==> config.mk <==
export PLATFORM = sky130hd
export DESIGN_NAME = pc_pipe_flat
export DESIGN_NICKNAME = d
export VERILOG_FILES = /design/src/rtl/pc_pipe_if.sv /design/src/rtl/pc_pipe.sv /design/src/flat_wrapper.sv
export SDC_FILE = /design/constraint.sdc
export NUM_CORES = 1
export LEC_CHECK = 0
export ABC_AREA = 1
export CAP_MARGIN = 20
export CORE_ASPECT_RATIO = 0.6
export CORE_MARGIN = 8
export CORE_UTILIZATION = 50
export DETAILED_ROUTE_END_ITERATION = 7
export GPL_ROUTABILITY_DRIVEN = 0
export MAX_ROUTING_LAYER = met4
export PLACE_DENSITY = 0.93
export SYNTH_ARGS = -nofsm -noshare
export SYNTH_HDL_FRONTEND = slang
export SYNTH_SLANG_ARGS = --single-unit
==> constraint.sdc <==
create_clock -name clk_i -period 5.6 [get_ports clk_i]
set_input_delay 1.12 -clock clk_i [delete_from_list [all_inputs] [get_ports clk_i]]
set_output_delay 1.12 -clock clk_i [all_outputs]
set_load 0.01 [all_outputs]
==> src/rtl/pc_pipe_if.sv <==
// Bus bundle for the program-counter unit: redirect/stall controls in,
// fetch PC and delayed-PC taps out.
interface pc_pipe_if #(
  parameter int XLEN  = 32,
  parameter int DEPTH = 2
);
  logic                    stall_i;
  logic                    incr_pc_i;
  logic                    load_arith_i;
  logic [XLEN-1:0]         arith_out_i;
  logic                    trap_i;
  logic [XLEN-1:0]         trap_vec_i;
  logic [XLEN-1:0]         pc_o;
  logic                    pc_vld_o;
  logic [DEPTH*XLEN-1:0]   pc_dly_o;
  logic [DEPTH-1:0]        pc_dly_vld_o;
  logic                    misalign_o;

  modport master (
    output stall_i, incr_pc_i, load_arith_i, arith_out_i, trap_i, trap_vec_i,
    input  pc_o, pc_vld_o, pc_dly_o, pc_dly_vld_o, misalign_o
  );

  modport slave (
    input  stall_i, incr_pc_i, load_arith_i, arith_out_i, trap_i, trap_vec_i,
    output pc_o, pc_vld_o, pc_dly_o, pc_dly_vld_o, misalign_o
  );
endinterface

==> src/rtl/pc_pipe.sv <==
// Fetch program counter plus a DEPTH-stage pipeline of delayed PCs with valid
// bits; handles stall, arithmetic redirect with partial kill, and trap flush.
module pc_pipe #(
  parameter int              XLEN        = 32,
  parameter int              DEPTH       = 2,
  parameter int              KILL_DEPTH  = 1,
  parameter int              INSTR_BYTES = 4,
  parameter logic [XLEN-1:0] RESET_VEC   = '0
) (
  input  logic     clk_i,
  input  logic     rst_i,
  pc_pipe_if.slave bus
);
  localparam int              A          = (INSTR_BYTES == 4) ? 2 : 1;
  localparam logic [XLEN-1:0] ALIGN_MASK = ~(XLEN'(INSTR_BYTES - 1));
  localparam logic [XLEN-1:0] STEP       = XLEN'(INSTR_BYTES);

  if (DEPTH < 1) begin : g_bad_depth
    $error("pc_pipe: DEPTH must be >= 1");
  end
  if (KILL_DEPTH < 1 || KILL_DEPTH > DEPTH) begin : g_bad_kill
    $error("pc_pipe: KILL_DEPTH must be in 1..DEPTH");
  end
  if (INSTR_BYTES != 2 && INSTR_BYTES != 4) begin : g_bad_ib
    $error("pc_pipe: INSTR_BYTES must be 2 or 4");
  end

  logic [XLEN-1:0]             r_pc;
  logic                        r_pc_vld;
  logic                        r_misalign;
  logic [XLEN-1:0]             w_pc_next;
  logic                        w_load;
  logic [DEPTH-1:0][XLEN-1:0]  w_dly_pc;
  logic [DEPTH-1:0]            w_dly_vld;

  // A load only takes effect when neither a trap nor a stall blocks it.
  assign w_load = bus.load_arith_i & ~bus.stall_i & ~bus.trap_i;

  always_comb begin
    w_pc_next = r_pc;
    if (bus.trap_i) begin
      w_pc_next = bus.trap_vec_i & ALIGN_MASK;
    end else if (bus.stall_i) begin
      w_pc_next = r_pc;
    end else if (bus.load_arith_i) begin
      w_pc_next = bus.arith_out_i & ALIGN_MASK;
    end else if (bus.incr_pc_i) begin
      w_pc_next = r_pc + STEP;
    end
  end

  always_ff @(posedge clk_i or posedge rst_i) begin
    if (rst_i) begin
      r_pc       <= RESET_VEC;
      r_pc_vld   <= 1'b1;
      r_misalign <= 1'b0;
    end else begin
      r_pc       <= w_pc_next;
      r_pc_vld   <= 1'b1;
      r_misalign <= w_load & (|bus.arith_out_i[A-1:0]);
    end
  end

  for (genvar gi = 0; gi < DEPTH; gi++) begin : g_stage
    localparam bit KILL = (gi < KILL_DEPTH);
    logic [XLEN-1:0] r_stage_pc;
    logic            r_stage_vld;
    logic [XLEN-1:0] w_src_pc;
    logic            w_src_vld;

    // Stage 1 samples the fetch PC; older stages sample their younger neighbour.
    if (gi == 0) begin : g_head
      assign w_src_pc  = r_pc;
      assign w_src_vld = 1'b1;
    end else begin : g_tail
      assign w_src_pc  = w_dly_pc[gi-1];
      assign w_src_vld = w_dly_vld[gi-1];
    end

    always_ff @(posedge clk_i or posedge rst_i) begin
      if (rst_i) begin
        r_stage_pc  <= '0;
        r_stage_vld <= 1'b0;
      end else if (bus.trap_i) begin
        r_stage_vld <= 1'b0;
      end else if (!bus.stall_i) begin
        r_stage_pc  <= w_src_pc;
        r_stage_vld <= w_src_vld & ~(bus.load_arith_i & KILL);
      end
    end

    assign w_dly_pc[gi]  = r_stage_pc;
    assign w_dly_vld[gi] = r_stage_vld;
  end

  assign bus.pc_o         = r_pc;
  assign bus.pc_vld_o     = r_pc_vld;
  assign bus.pc_dly_o     = w_dly_pc;
  assign bus.pc_dly_vld_o = w_dly_vld;
  assign bus.misalign_o   = r_misalign;
endmodule

==> src/flat_wrapper.sv <==
// flat-port wrapper written by rule: the top's interface ports become plain ports
module pc_pipe_flat 
#(
  parameter int              XLEN        = 32,
  parameter int              DEPTH       = 2,
  parameter int              KILL_DEPTH  = 1,
  parameter int              INSTR_BYTES = 4,
  parameter logic [XLEN-1:0] RESET_VEC   = '0
)
  (clk_i, rst_i, bus_stall_i, bus_incr_pc_i, bus_load_arith_i, bus_arith_out_i, bus_trap_i, bus_trap_vec_i, bus_pc_o, bus_pc_vld_o, bus_pc_dly_o, bus_pc_dly_vld_o, bus_misalign_o);
  pc_pipe_if #(.XLEN(XLEN), .DEPTH(DEPTH)) bus_i ();
  input  logic clk_i;
  input  logic rst_i;
  input wire logic [$bits(bus_i.stall_i)-1:0] bus_stall_i;
  input wire logic [$bits(bus_i.incr_pc_i)-1:0] bus_incr_pc_i;
  input wire logic [$bits(bus_i.load_arith_i)-1:0] bus_load_arith_i;
  input wire logic [$bits(bus_i.arith_out_i)-1:0] bus_arith_out_i;
  input wire logic [$bits(bus_i.trap_i)-1:0] bus_trap_i;
  input wire logic [$bits(bus_i.trap_vec_i)-1:0] bus_trap_vec_i;
  output wire logic [$bits(bus_i.pc_o)-1:0] bus_pc_o;
  output wire logic [$bits(bus_i.pc_vld_o)-1:0] bus_pc_vld_o;
  output wire logic [$bits(bus_i.pc_dly_o)-1:0] bus_pc_dly_o;
  output wire logic [$bits(bus_i.pc_dly_vld_o)-1:0] bus_pc_dly_vld_o;
  output wire logic [$bits(bus_i.misalign_o)-1:0] bus_misalign_o;
  assign bus_i.stall_i = bus_stall_i;
  assign bus_i.incr_pc_i = bus_incr_pc_i;
  assign bus_i.load_arith_i = bus_load_arith_i;
  assign bus_i.arith_out_i = bus_arith_out_i;
  assign bus_i.trap_i = bus_trap_i;
  assign bus_i.trap_vec_i = bus_trap_vec_i;
  assign bus_pc_o = bus_i.pc_o;
  assign bus_pc_vld_o = bus_i.pc_vld_o;
  assign bus_pc_dly_o = bus_i.pc_dly_o;
  assign bus_pc_dly_vld_o = bus_i.pc_dly_vld_o;
  assign bus_misalign_o = bus_i.misalign_o;
  pc_pipe #(.XLEN(XLEN), .DEPTH(DEPTH), .KILL_DEPTH(KILL_DEPTH), .INSTR_BYTES(INSTR_BYTES), .RESET_VEC(RESET_VEC)) u_core (.clk_i(clk_i), .rst_i(rst_i), .bus(bus_i));
endmodule
==> summary.txt, run 1 <==
cell taking the most area after synthesis: dfrtp_1
I/O pin total: 170
maximum clock skew at final layout: 5.00 ps
share of synthesized area occupied by flip-flops and latches: 0.449
highest achievable clock rate: 331 MHz
ranking of synthesized cells by area: dfrtp_1 45%, nand2_1 17%, nor2_1 6.6%
cell area after synthesis: 0.00518 mm^2
Max Fanout on Critical Path: 47
cell count after synthesis: 700
aggregate global routing overflow: 0
TritonCTS clock tree: built
fraction of final layout cells with drive strength greater than 1: 0.0792
fin worst setup slack: 2580 ps
status: complete, no violations
kind of critical path: primary input to register
post-route minimum period: 3020 ps
width of the die: 147 um
number of pins with negative max-slew slack in the final report: 0
area share of the largest cell type after synthesis: 0.449
hold crit path type: register to register
Maximum Capacitance Violations: 0
startpoint class of the critical path: primary input
count of cell types in the netlist: 37
setup slack after placement: 2280 ps
hold violation count in the final report: 0
area of the core: 0.00998 mm^2
antenna viol nets, final: 0
Initial Utilization: 0.519
total iterations of the first detailed-routing run: 6
via count of the first global-routing pass: 5,094
wire length of the first global-routing pass: 26.6 mm
Max clock buf depth: 2
most used flip-flop cell after synthesis: dfrtp_1
required time of the worst setup path: 5860 ps
Mean Syn Cell Area: 7.40 um^2
net count of the finished layout: 913
count of hold buffers inserted by post-cts repair: 0
post-route fraction of the period consumed by the critical path: 0.540
Die H: 94.8 um
antenna cell count: 0
total clock buffers created by CTS: 9
clock sink total: 93
Final setup violation count: 0
number of antenna violations at the first check in global routing: 0
Seq cells post-synth: 93
post-CTS resize count: 0
dominant cell by count in the synthesized netlist: nand2_1
setup bufs post-CTS: 0
cell chain of the critical path: buf_2 -> nor2_1 -> nor2_4 -> inv_4 -> a31oi_1 -> o21ai_1 -> o21ai_0
post-placement cell count: 966
combined global-route utilization of all metal layers: 0.247
number of filler instances in the final layout: 802
Cell Pwr Density: 313 mW/mm^2
Max stage delay on crit path: 690 ps
total vias in the final route: 5,244
worst slew slack as a fraction of its limit: 0.385
cell with the largest stage delay on the worst path: buf_2
type of destination of the critical path: register
Async S/R FF share, synth: 1.00
sum of negative setup slack: 0 ps
largest voltage drop on the vdd net: 0.164 mV
Vias per Instance: 5.35
Reg clk slew, reported paths: 70 ps
origin of the critical flop-to-flop path: u_core.bus.pc_o[3]
placement row count: 28
transition time of the tightest slew-check pin: 922 ps
unrepaired setup endpoints after global routing: false
count of routing violations after the opening detailed-route iteration: 386
average detailed-routed wire length per instance: 16.9 um
H-tree level count: 3
combined area of the multi-input logic cells: 0.00245 mm^2
area of the die: 0.0140 mm^2
beginning of the critical path: bus_trap_i
Root Buffer: clkbuf_16
Area growth syn-to-layout: 36.9%
remaining design rule violation count: 0
number of enable-type register cells in the synthesized netlist: 0
data arrival at the endpoint of the critical path: 3280 ps
maximum number of pins on one net before global-route repair: 58
list of most frequent post-synthesis cells: 239 x nand2_1, 93 x dfrtp_1, 91 x nor2_1, 53 x o21ai_0, 45 x inv_1
final wirelength: 16.6 mm
Port Buffer Count: 160
source-to-sink clock delay at the later pin of the worst-skew pair: 340 ps
count of yosys warnings during synthesis: 0
area occupied by registers: 0.00233 mm^2
Leak Pwr: 3.25 nW
hold path startpoint: u_core.g_stage[1].r_stage_pc[2]
Cell Count, Final, Fillers Out: 981
half-perimeter wire length of the detailed placement result: 12.3 mm
[placed cells by master (no fill, tap or decap), types with 9 or more instances in the layout]
cell type          n
nand2_1          239
nand3_1           32
nand2_2           12
clkbuf_16          9
o21ai_0           53
nor2_1            91
clkdlybuf4s50_1  159
inv_1             44
dfrtp_1           93
a21oi_1           31
[report_power, final]
group	internal [W]	total [W]	switching [W]
registers	0.000781	0.000909	0.000127
clock network	0.000394	0.000664	0.000270
logic	0.000320	0.000646	0.000326
total	0.00149	0.00222	0.000723
[critical path, delay by kind of cell]
family / cells / cell delay (ps)
buffers and inverters: 2 / 990
AND/OR/NAND/NOR: 2 / 740
AO/OA/AOI/OAI: 3 / 400
[per-layer routing]
layer	vias up	track usage	routed length, um
li1	2484	-	-
met3	22	0.0755	1760
met1	2455	0.320	7320
met2	283	0.371	7260
met5	-	-	0
met4	0	0.0633	233
[area by class of cell]
type / count / area share
sequential: 93 / 0.328
clock buffer: 9 / 0.0318
inverter: 49 / 0.0266
timing repair buffer: 165 / 0.230
clock inverter: 6 / 0.0132
multi-input combinational: 524 / 0.346
tap: 135 / 0.0238
[registers in the layout, summed over array words and instances, names as in the netlist]
register                    cells
u_core.g_stage.r_stage_pc      60
u_core.g_stage.r_stage_vld      2
u_core.bus.pc_o                30
u_core.bus.misalign_o           1
[per-stage QoR]
step                hold WS [ps]  total power [W]   util  area, um^2
global placement             453          0.00154  0.678        6770
finish                       471          0.00222  0.710        7090
detailed placement           458          0.00156  0.678        6770
CTS                          475          0.00222  0.710        7090
global route                 496          0.00232  0.710        7090
floorplan                    454          0.00119      -        5200
[path summary, 6_finish.rpt]
path	end	slack [ps]	cells past startpoint
worst min register to register	u_core.g_stage[1].r_stage_pc[2]	470	2
min in group asynchronous	u_core.g_stage[1].r_stage_pc[7]	1250	2
worst max register to register	u_core.bus.pc_o[20]	3900	8
worst max-delay path	u_core.bus.pc_o[3]	2580	7
worst min-delay path	u_core.g_stage[1].r_stage_pc[2]	470	2
max in group asynchronous	u_core.g_stage[0].r_stage_pc[29]	3360	3
[cell families (layout without fill, tap and decap cells)]
kind of cell	Yosys count	count (layout)	share of synthesized area
compound gates	106	106	0.114
xor+xnor	7	7	0.0118
fa+ha+maj	1	1	0.00242
buf+inv	88	229	0.0807
flops	93	93	0.449
other cells	2	7	0.00145
simple gates	403	403	0.341
Note: power is estimated with default switching activity, not from simulation.
==> inputs of run 2 (changes only) <==
- CORE_UTILIZATION: 50 -> 42
- PLACE_DENSITY: 0.93 -> 0.84
- clock period: 5.6 -> 2.5 ns (I/O delays scaled with it)
==> summary.txt, run 2 (synthesis results as in run 1) <==
count of cells along the worst hold path: 2
maximum number of pins on one net before global-route repair: 46
Root Buffer: clkbuf_16
Vias per Instance: 5.04
data arrival at the endpoint of the critical path: 2250 ps
Initial Utilization: 0.429
total clock buffers created by CTS: 9
cell with the largest stage delay on the worst path: clkdlybuf4s50_1
Buffers & Inverters on Critical Path: 3
Largest register FFs: 60
post-CTS resize count: 0
combined global-route utilization of all metal layers: 0.215
Reg clk slew, reported paths: 70 ps
setup slack after placement: 161 ps
wire length of the first global-routing pass: 26.9 mm
width of the die: 159 um
final wirelength: 16.8 mm
startpoint class of the critical path: primary input
count of hold buffers inserted by post-cts repair: 0
count of routing violations after the opening detailed-route iteration: 249
unrepaired setup endpoints after global routing: false
total iterations of the first detailed-routing run: 5
register bank with the most flops: u_core.g_stage.r_stage_pc
largest voltage drop on the vdd net: 0.301 mV
TritonCTS clock tree: built
setup bufs post-CTS: 0
Final Util: 0.599
transition time of the tightest slew-check pin: 505 ps
remaining design rule violation count: 0
fin worst setup slack: 477 ps
Max stage delay on crit path: 590 ps
area of the die: 0.0163 mm^2
Max Fanout on Critical Path: 21
via count of the first global-routing pass: 4,987
commonest cells after routing, fill and taps aside: 239 x nand2_1, 159 x clkdlybuf4s50_1, 93 x dfrtp_1, 91 x nor2_1, 53 x o21ai_0
post-route minimum period: 2020 ps
fraction of final layout cells with drive strength greater than 1: 0.0876
half-perimeter wire length of the detailed placement result: 12.8 mm
worst slew slack as a fraction of its limit: 0.663
Port Buffer Count: 160
kind of critical path: primary input to register
hold crit path type: register to register
sum of internal, switching and leakage power: 0.00482 W
Area growth syn-to-layout: 39.4%
Maximum Capacitance Violations: 0
sum of negative setup slack: 0 ps
type of destination of the critical path: register
cell chain of the critical path: clkdlybuf4s50_1 -> nor3_2 -> nor2_4 -> inv_4 -> buf_12 -> a21oi_1 -> a21oi_2
H-tree level count: 3
Stages on worst setup path: 7
Final setup violation count: 0
required time of the worst setup path: 2730 ps
family with the most delay on the worst path: buffers and inverters
source-to-sink clock delay at the later pin of the worst-skew pair: 340 ps
clock sink total: 93
hold violation count in the final report: 0
placement row count: 31
maximum clock skew at final layout: 7.09 ps
status: complete, no violations
area of the core: 0.0121 mm^2
net count of the finished layout: 922
total vias in the final route: 5,149
I/O pin total: 170
number of antenna violations at the first check in global routing: 0
reg2reg path depth: 8
aggregate global routing overflow: 0
highest achievable clock rate: 494 MHz
Max clock buf depth: 2
Leak Pwr: 3.30 nW
average detailed-routed wire length per instance: 16.4 um
Die H: 102 um
post-route fraction of the period consumed by the critical path: 0.809
number of pins with negative max-slew slack in the final report: 0
Cell Pwr Density: 667 mW/mm^2
antenna viol nets, final: 0
most common cell after layout, fill and taps aside: nand2_1
[run 2: layout make-up]
type                       count  area [um^2]
sequential                    93         2330
multi-input combinational    524         2450
tap                          165          206
inverter                      49          190
clock inverter                 4         31.3
clock buffer                  12          246
fill                        1073         4840
antenna                        1         2.50
timing repair buffer         174         1760
[run 2: worst paths after layout]
check | from | endpoint | slack, ps
setup / recovery | bus_load_arith_i | u_core.bus.pc_o[31] | 480
hold / removal | u_core.g_stage[1].r_stage_pc[13] | u_core.g_stage[1].r_stage_pc[13] | 470
setup reg to reg | u_core.bus.pc_o[3] | u_core.bus.pc_o[20] | 840
hold reg to reg | u_core.g_stage[1].r_stage_pc[13] | u_core.g_stage[1].r_stage_pc[13] | 470
max in group asynchronous | rst_i | u_core.bus.pc_o[14] | 1400
min in group asynchronous | rst_i | u_core.g_stage[1].r_stage_pc[15] | 530
[run 2: through the flow]
stage          instance area, um^2  hold WS, ps  cells
6_report                      7220          473   1022
2_1_floorplan                 5200          454    705
3_3_place_gp                  6940          454   1005
5_1_grt                       7220          509   1021
3_5_place_dp                  6940          461   1005
4_1_cts                       7220          476   1021
[run 2: tightest hold or removal path, cell delays in order, from the launching register on]
cell and delay [ps]:
dfrtp_1 340, nand2_1 60, nand2_1 50
[run 2: report_power, final]
| group | switching (W) | internal, W | leakage (nW) |
|---|---|---|---|
| registers | 0.000264 | 0.00175 | 1.14 |
| logic | 0.000750 | 0.000744 | 2.02 |
| clock network | 0.000599 | 0.000709 | 0.137 |
| total | 0.00161 | 0.00320 | 3.30 |
[run 2: per-layer routing]
metal  vias to the layer above  share of wire  global-route usage
met5                         -              0                   -
met1                      2395           0.48               0.298
met3                         7          0.099              0.0708
met2                       232           0.42               0.306
li1                       2515              -                   -
met4                         0         0.0034              0.0274
==> inputs of run 3 (changes only) <==
- CORE_UTILIZATION: 42 -> 47
- PLACE_DENSITY: 0.84 -> 0.89
- clock period: 2.5 -> 1.9 ns (I/O delays scaled with it)
==> summary.txt, run 3 (synthesis results as in run 1) <==
cell internal pwr: 0.00438 W
Leak Pwr: 3.35 nW
Initial Utilization: 0.487
Final Util: 0.688
area occupied by registers: 0.00234 mm^2
total clock buffers created by CTS: 9
beginning of the critical path: u_core.bus.pc_o[22]
Buffers & Inverters on Critical Path: 1
area of the core: 0.0106 mm^2
cell with the largest stage delay on the worst path: clkdlybuf4s50_1
setup bufs post-CTS: 0
Reg clk slew, reported paths: 70 ps
average detailed-routed wire length per instance: 16.8 um
width of the die: 152 um
critical register-to-register path endpoint: u_core.bus.pc_o[20]
register bank with the most flops: u_core.g_stage.r_stage_pc
highest achievable clock rate: 535 MHz
most common cell after layout, fill and taps aside: nand2_1
Final Hold Slack: 394 ps
largest voltage drop on the vdd net: 0.525 mV
Max clock buf depth: 2
origin of the critical flop-to-flop path: u_core.bus.pc_o[3]
half-perimeter wire length of the detailed placement result: 13.0 mm
Root Buffer: clkbuf_16
fraction of final layout cells with drive strength greater than 1: 0.110
hold crit path type: primary input to async pin
clock group share of total power: 0.291
startpoint class of the critical path: register
r2r setup slk: 150 ps
source-to-sink clock delay at the later pin of the worst-skew pair: 340 ps
TritonCTS clock tree: built
number of filler instances in the final layout: 850
count of hold buffers inserted by post-cts repair: 0
switching share of power: 0.331
type of destination of the critical path: output port
total iterations of the first detailed-routing run: 7
placement row count: 29
combinational fraction of design power: 0.302
total vias in the final route: 5,251
cell chain of the critical path: clkdlybuf4s50_1
Max Fanout on Critical Path: 7
final wirelength: 16.9 mm
Vias per Instance: 5.22
post-route fraction of the period consumed by the critical path: 0.984
area of the die: 0.0147 mm^2
Final setup violation count: 0
commonest cells after routing, fill and taps aside: 239 x nand2_1, 159 x clkdlybuf4s50_1, 91 x nor2_1, 86 x dfrtp_1, 53 x o21ai_0
Cell Pwr Density: 896 mW/mm^2
clock sink total: 93
required time of the worst setup path: 1520 ps
net switching component of the power: 0.00217 W
I/O pin total: 170
via count of the first global-routing pass: 5,077
family with the most delay on the worst path: buffers and inverters
aggregate global routing overflow: 0
post-route minimum period: 1870 ps
sequential fraction of design power: 0.407
reg2reg path depth: 8
Die H: 97.3 um
wire length of the first global-routing pass: 26.8 mm
combined area of the multi-input logic cells: 0.00245 mm^2
unrepaired setup endpoints after global routing: false
antenna cell count: 0
Maximum Capacitance Violations: 0
status: complete, no violations
Area growth syn-to-layout: 41.2%
Largest register FFs: 60
combined global-route utilization of all metal layers: 0.235
data arrival at the endpoint of the critical path: 1490 ps
maximum number of pins on one net before global-route repair: 81
H-tree level count: 3
net count of the finished layout: 932
remaining design rule violation count: 0
number of antenna violations at the first check in global routing: 0
hold violation count in the final report: 0
Max stage delay on crit path: 620 ps
Port Buffer Count: 160
maximum clock skew at final layout: 6.30 ps
count of routing violations after the opening detailed-route iteration: 373
kind of critical path: register to output port
number of pins with negative max-slew slack in the final report: 0
antenna viol nets, final: 0
run 3: changes by cell type in the layout (fill, tap and decap cells not counted), sizes merged, moves of 2 or more:
cell and delta:
buf +10, clkinv -2, inv +2, clkbuf -2
run 3: what timing repair did:
item / 4_1_cts / 5_1_grt
endpoints found under the hold margin: 0 / 0
gates resized for setup: 1 / 7
endpoints found under the setup margin: 1 / 7
run 3: how the worst max path moves through the flow:
stage / cells after the start / to
floorplan: 10 / u_core.bus.pc_o[30]
global placement: 8 / u_core.bus.pc_o[3]
detailed placement: 8 / u_core.bus.pc_o[3]
CTS: 1 / bus_pc_o[28]
global route: 1 / bus_pc_o[22]
finish: 1 / bus_pc_o[22]
run 3: cell type report:
type	instances	share of cell area
Tap cell	139	0.0238
Clock inverter	6	0.0106
Multi-Input combinational cell	524	0.336
Inverter	49	0.0260
Sequential cell	93	0.320
Timing Repair Buffer	184	0.252
Clock buffer	10	0.0327
run 3: stage by stage:
stage | worst slack (ps) | instance area [um^2] | TNS [ps] | total power, W | instances
6_report | 29.9 | 7310 | 0 | 0.00655 | 1005
4_1_cts | 8.52 | 7300 | 0 | 0.00658 | 1005
3_5_place_dp | -59.9 | 6980 | -59.9 | 0.00466 | 989
3_3_place_gp | 50.9 | 6980 | 0 | 0.00461 | 989
5_1_grt | 7.91 | 7310 | 0 | 0.00691 | 1005
2_1_floorplan | 383 | 5200 | 0 | 0.00351 | 705
run 3: layer usage:
metal	wire length, um	vias up	share of wire	global-route usage
met3	1830	13	0.11	0.0512
met1	7610	2409	0.45	0.333
met4	140	0	0.0083	0.0465
met2	7290	298	0.43	0.339
li1	-	2531	-	-
met5	0	-	0	-
run 3: power groups by stage:
stage | sequential (W) | combinational, W | clock, W
finish | 0.00267 | 0.00198 | 0.00191
global route | 0.00271 | 0.00216 | 0.00203
CTS | 0.00265 | 0.00199 | 0.00194
detailed placement | 0.00269 | 0.00198 | 0
global placement | 0.00267 | 0.00193 | 0
floorplan | 0.00275 | 0.000760 | 0
